===== config.mk =====
export PLATFORM = sky130hd
export DESIGN_NAME = cdma_despreader
export DESIGN_NICKNAME = d
export VERILOG_FILES = /design/src/rtl/cdma_pkg.sv /design/src/rtl/cdma_lfsr.sv /design/src/rtl/cdma_despreader.sv
export SDC_FILE = /design/constraint.sdc
export NUM_CORES = 1
export LEC_CHECK = 0
export ABC_AREA = 1
export CAP_MARGIN = 0
export CORE_MARGIN = 2
export CORE_UTILIZATION = 53
export DETAILED_ROUTE_END_ITERATION = 10
export GPL_ROUTABILITY_DRIVEN = 1
export GPL_TIMING_DRIVEN = 0
export PLACE_DENSITY = 0.82
export SETUP_SLACK_MARGIN = 0.2
export SKIP_CTS_REPAIR_TIMING = 1
export SYNTH_ARGS = -nofsm -noshare
export SYNTH_HDL_FRONTEND = slang
export SYNTH_SLANG_ARGS = --single-unit
export TNS_END_PERCENT = 50

===== constraint.sdc =====
create_clock -name clk -period 1.9 [get_ports clk]
set_input_delay 0.19 -clock clk [delete_from_list [all_inputs] [get_ports clk]]
set_output_delay 0.19 -clock clk [all_outputs]
set_load 0.03 [all_outputs]

===== src/rtl/cdma_pkg.sv =====
// cdma_pkg: constants shared by the CDMA spreader and despreader so both ends
// generate the same PN sequence from the same seed.
package cdma_pkg;

    localparam int                 LFSR_W         = 5;
    localparam logic [LFSR_W-1:0]  TAPS_DEFAULT   = 5'b10100;   // x^5 + x^3 + 1
    localparam int                 CHIPS_DEFAULT  = 32;
    localparam int                 LOCK_N_DEFAULT = 4;
    localparam int                 MARGIN_DEFAULT = 4;

    // An all-zero LFSR would lock up, so a zero seed is replaced by this value.
    localparam logic [LFSR_W-1:0]  SEED_ZERO_SUB  = 5'b00001;

    typedef enum logic [0:0] {
        ST_IDLE = 1'b0,
        ST_RUN  = 1'b1
    } rx_state_e;

endpackage


===== src/rtl/cdma_lfsr.sv =====
// cdma_lfsr: Fibonacci LFSR PN generator, right-shifting, PN chip = bit 0.
// Shared by spreader and despreader. Reset (active-high, async) loads 1.
module cdma_lfsr
    import cdma_pkg::*;
#(
    parameter int           W    = LFSR_W,
    parameter logic [W-1:0] TAPS = W'(TAPS_DEFAULT)
) (
    input  logic         clk,
    input  logic         rst_n,     // active-high despite the name
    input  logic         load,
    input  logic [W-1:0] seed,
    input  logic         advance,
    output logic         pn
);

    localparam logic [W-1:0] ZSUB = W'(SEED_ZERO_SUB);

    logic [W-1:0] lfsr_q;
    logic [W-1:0] lfsr_d;

    // Next LFSR value: seed load has priority, otherwise shift when advancing.
    always_comb begin
        lfsr_d = lfsr_q;
        if (load) begin
            lfsr_d = (seed == {W{1'b0}}) ? ZSUB : seed;
        end else if (advance) begin
            lfsr_d = {^(lfsr_q & TAPS), lfsr_q[W-1:1]};
        end else begin
            lfsr_d = lfsr_q;
        end
    end

    // LFSR state register.
    always_ff @(posedge clk or posedge rst_n) begin
        if (rst_n) begin
            lfsr_q <= ZSUB;
        end else begin
            lfsr_q <= lfsr_d;
        end
    end

    assign pn = lfsr_q[0];

endmodule


===== src/rtl/cdma_despreader.sv =====
// cdma_despreader: XORs received chips with the regenerated PN sequence,
// majority-votes each CHIPS-long bit period and strobes the recovered bit.
// Optional lock tracking is compiled in with `define CDMA_RX_LOCK_EN.
module cdma_despreader
    import cdma_pkg::*;
#(
    parameter int                LFSR_W = cdma_pkg::LFSR_W,
    parameter logic [LFSR_W-1:0] TAPS   = LFSR_W'(TAPS_DEFAULT),
    parameter int                CHIPS  = CHIPS_DEFAULT,
    parameter int                LOCK_N = LOCK_N_DEFAULT,
    parameter int                MARGIN = MARGIN_DEFAULT
) (
    input  logic              clk,
    input  logic              rst_n,     // active-high despite the name
    input  logic              chip_in,
    input  logic [LFSR_W-1:0] seed,
    input  logic              load,
    output logic              bit_out,
    output logic              bit_valid,
    output logic              tie,
    output logic              lock
);

    localparam int                CNT_W     = $clog2(CHIPS);
    localparam int                AGR_W     = $clog2(CHIPS + 1);
    localparam logic [CNT_W-1:0]  LAST_CHIP = CNT_W'(CHIPS - 1);
    localparam logic [AGR_W-1:0]  HALF      = AGR_W'(CHIPS / 2);

    rx_state_e         state_q, state_d;
    logic [CNT_W-1:0]  chip_cnt_q, chip_cnt_d;
    logic [AGR_W-1:0]  agree_q, agree_d;
    logic              bit_out_q, bit_out_d;
    logic              bit_valid_q, bit_valid_d;
    logic              tie_q, tie_d;
    logic              pn_s;
    logic              advance_s;
    logic              last_s;
    logic [AGR_W-1:0]  sum_s;

    assign advance_s = (state_q == ST_RUN) && !load;
    assign last_s    = advance_s && (chip_cnt_q == LAST_CHIP);
    // Agreement so far plus the chip currently on the input.
    assign sum_s     = agree_q + {{(AGR_W-1){1'b0}}, ~(chip_in ^ pn_s)};

    cdma_lfsr #(
        .W    (LFSR_W),
        .TAPS (TAPS)
    ) u_lfsr (
        .clk     (clk),
        .rst_n   (rst_n),
        .load    (load),
        .seed    (seed),
        .advance (advance_s),
        .pn      (pn_s)
    );

    // Correlation and bit decision; load realigns and discards a partial bit.
    always_comb begin
        state_d     = state_q;
        chip_cnt_d  = chip_cnt_q;
        agree_d     = agree_q;
        bit_out_d   = bit_out_q;
        tie_d       = tie_q;
        bit_valid_d = 1'b0;
        if (load) begin
            state_d    = ST_RUN;
            chip_cnt_d = {CNT_W{1'b0}};
            agree_d    = {AGR_W{1'b0}};
        end else begin
            case (state_q)
                ST_RUN: begin
                    if (chip_cnt_q == LAST_CHIP) begin
                        chip_cnt_d  = {CNT_W{1'b0}};
                        agree_d     = {AGR_W{1'b0}};
                        bit_valid_d = 1'b1;
                        if (sum_s < HALF) begin
                            bit_out_d = 1'b1;
                            tie_d     = 1'b0;
                        end else if (sum_s > HALF) begin
                            bit_out_d = 1'b0;
                            tie_d     = 1'b0;
                        end else begin
                            tie_d     = 1'b1;
                        end
                    end else begin
                        chip_cnt_d = chip_cnt_q + {{(CNT_W-1){1'b0}}, 1'b1};
                        agree_d    = sum_s;
                    end
                end
                default: begin
                    state_d = state_q;
                end
            endcase
        end
    end

    // Datapath and output registers.
    always_ff @(posedge clk or posedge rst_n) begin
        if (rst_n) begin
            state_q     <= ST_IDLE;
            chip_cnt_q  <= {CNT_W{1'b0}};
            agree_q     <= {AGR_W{1'b0}};
            bit_out_q   <= 1'b0;
            bit_valid_q <= 1'b0;
            tie_q       <= 1'b0;
        end else begin
            state_q     <= state_d;
            chip_cnt_q  <= chip_cnt_d;
            agree_q     <= agree_d;
            bit_out_q   <= bit_out_d;
            bit_valid_q <= bit_valid_d;
            tie_q       <= tie_d;
        end
    end

    assign bit_out   = bit_out_q;
    assign bit_valid = bit_valid_q;
    assign tie       = tie_q;

`ifdef CDMA_RX_LOCK_EN
    localparam int               SC_W     = $clog2(LOCK_N + 1);
    localparam logic [SC_W-1:0]  LOCK_MAX = SC_W'(LOCK_N);
    localparam logic [AGR_W-1:0] MARGIN_V = AGR_W'(MARGIN);

    logic [SC_W-1:0]  strong_cnt_q, strong_cnt_d;
    logic             lock_q, lock_d;
    logic [AGR_W-1:0] dev_s;
    logic             strong_s;

    assign dev_s    = (sum_s >= HALF) ? (sum_s - HALF) : (HALF - sum_s);
    assign strong_s = (dev_s >= MARGIN_V);

    // Count consecutive strong decisions; any weak or tie decision resets.
    always_comb begin
        strong_cnt_d = strong_cnt_q;
        lock_d       = lock_q;
        if (load) begin
            strong_cnt_d = {SC_W{1'b0}};
            lock_d       = 1'b0;
        end else if (last_s) begin
            if (strong_s) begin
                if (strong_cnt_q != LOCK_MAX) begin
                    strong_cnt_d = strong_cnt_q + {{(SC_W-1){1'b0}}, 1'b1};
                end else begin
                    strong_cnt_d = strong_cnt_q;
                end
                lock_d = (strong_cnt_d == LOCK_MAX);
            end else begin
                strong_cnt_d = {SC_W{1'b0}};
                lock_d       = 1'b0;
            end
        end else begin
            strong_cnt_d = strong_cnt_q;
        end
    end

    // Lock tracking registers.
    always_ff @(posedge clk or posedge rst_n) begin
        if (rst_n) begin
            strong_cnt_q <= {SC_W{1'b0}};
            lock_q       <= 1'b0;
        end else begin
            strong_cnt_q <= strong_cnt_d;
            lock_q       <= lock_d;
        end
    end

    assign lock = lock_q;
`else
    assign lock = 1'b0;
`endif

endmodule


==> out/results.tsv <==
metric	value	unit
synth_top_family_by_area	simple AND/OR/NAND/NOR gates	
num_io_pins	13	
place_ws	-0.0203	ns
synthArstFlopShare	100	%
ir_drop	0.470	mV
synth-xor-area-share	0.842	%
cp_num_buf_inv	1	
final_layout_size_suffix_gt1_share	16.5	%
maxCapViolations	0	
fin_nets	147	
tightest_slew	0.777	ns
path_cells	xnor2_2 -> ha_2 -> ha_4 -> inv_2 -> nand2_1 -> nand2_1 -> nor2_1 -> nand3_1 -> o21bai_2 -> nor2b_4	
track_usage	17.5	%
crit_slowest_cell	dfstp_2	
hold_start	load	
drc	0	
die_h	48.3	um
worst_setup_path_start_kind	register	
cts_buffer_depth	2	
place_hpwl	1470	um
rrSetupSlack	0.18	ns
critPathMostFrequentCell	nand2_1	
ant_nets	0	
run_status	finished, final reports clean	
std_cell_rows	16	
path_clk_slew	0.12	ns
antenna_cells	0	
min_period	1.72	ns
drtIter0Drc	24	
setup_viol	0	
multi_input_area	478	sq um
wire_per_inst	12.5	um
vias_per_cell	5.13	
arrival	1.98	ns
critPathMaxFanout	4	
required	2.16	ns
synth_cell_types	29	
final_common_cell	nand2_1	
first_global_vias	715	
cts_made_buffers	3	
synthAdderAreaFrac	4.81	%
synth_area	0.00104	sq mm
clock_latency	0.31	ns
die_area	0.00233	sq mm
clock_sinks	20	
max_stage_delay	0.57	ns
slew_headroom	48.1	%
grt_max_degree	21	
synth_mux_area_share	0	%
synth_nets	132	
setup_slack	0.182	ns
gp_congestion	0.765	
timing.rr.start	u_lfsr.lfsr_q[0]	
tns	0	ns
synth_warnings	0	
rsz0062_at_grt	yes	
grt_pass1_wl	2810	um
antenna_found_initial	0	
coreArea	0.00190	sq mm
fill_cells	156	
finalHoldViolations	0	
critPathCaptureType	register	
fmax	582	MHz
post-route-period-util	90.4	%
synth-simple-area-share	24.5	%
cp-startpoint	u_lfsr.lfsr_q[0]	
synth-edff-count	0	
slew_viol_final	0	
hp-class	in2reg	
grt_overflow	0	
powerDensity	756	mW/mm^2
ys_seq_area_share	48.3	%
crit_type	reg2reg	
syn_area_per_cell	8.74	sq um
yosys_register_bits	20	
leakagePower	0.600	nW
mostFrequentLayoutCells	nand2_1 (31), dfrtp_1 (19), inv_1 (13)	
via_count	821	
first_pass_iters	6	
io_buffers	10	
cts_htree_levels	1	
start_util	54.7	%
critPathTopFamily	flip-flops	
netlist_instances	119	
cts_tree	done	
drt-total-wl	2000	um
cts_root_buf	clkbuf_4	
synth_compound_area_share	12.8	%
fin_skew	0.00980	ns
regArea	502	sq um
syn_to_final_growth	20.6	%
synthFlopType	dfrtp_1	
die_w	48.3	um
## through the flow
step                utilization, %  instance area [sq um]  hold WS, ns  total power, W  instances
floorplan                        -                   1040        0.153        0.000556        119
global placement              61.7                   1170        0.457        0.000587        156
detailed placement            61.7                   1170        0.465        0.000593        156
CTS                           64.5                   1230        0.130        0.000942        160
global route                  65.9                   1250        0.136        0.000990        160
finish                        65.9                   1250        0.131        0.000948        160
## layout make-up
class / instances / area share (%)
Multi-Input combinational cell: 79 / 38.1
Sequential cell: 20 / 40.0
Tap cell: 27 / 2.69
Timing Repair Buffer: 10 / 7.98
Inverter: 17 / 5.09
Buffer: 3 / 1.90
Clock inverter: 1 / 2.40
Clock buffer: 3 / 1.80
## registers in the layout (all words and copies together), names as in the netlist
signal         cells
u_lfsr.lfsr_q      5
tie                1
state_q            1
bit_out            1
agree_q            6
chip_cnt_q         5
bit_valid          1
## layer usage
layer | share of wire [%] | track usage, % | vias up
met5 | 0 | 0 | -
met4 | 0.80 | 4.86 | 0
met3 | 2.7 | 3.33 | 2
met2 | 53 | 33.4 | 14
met1 | 43 | 19.3 | 390
li1 | - | - | 415
## cell usage after synthesis (2+ instances only)
cell,count,area [sq um]
inv_2,3,11.3
nand3_1,9,45.0
nand2_1,31,116
inv_1,14,52.6
a22o_1,2,17.5
nand4_1,2,12.5
ha_1,4,50.1
o21ai_0,9,45.0
dfrtp_1,19,475
nor2_1,5,18.8
o21ai_1,2,10.0
o21bai_2,2,22.5
## logic make-up after synthesis
logic type      Yosys count
flops                    20
simple gates             53
xor+xnor                  1
other cells               1
fa+ha+maj                 4
buf+inv                  20
compound gates           20
## final timing paths
path | cells past startpoint | to
setup / recovery | 10 | tie
hold / removal | 3 | u_lfsr.lfsr_q[4]
setup reg to reg | 10 | tie
hold reg to reg | 2 | bit_out
max in group asynchronous | 2 | state_q
min in group asynchronous | 2 | bit_valid
## worst register-to-register path, delay by kind of cell, from the launching register on
family	cells	cell delay, ns
flops	1	0.57
simple gates	5	0.46
fa+ha+maj	2	0.37
compound gates	1	0.14
xor+xnor	1	0.11
buf+inv	1	0.03
## power by group
group | switching, W | internal, W
Sequential | 0.0000215 | 0.000451
Combinational | 0.0000654 | 0.0000566
Clock | 0.000139 | 0.000213
No activity file was read; power rests on OpenSTA's default activity.
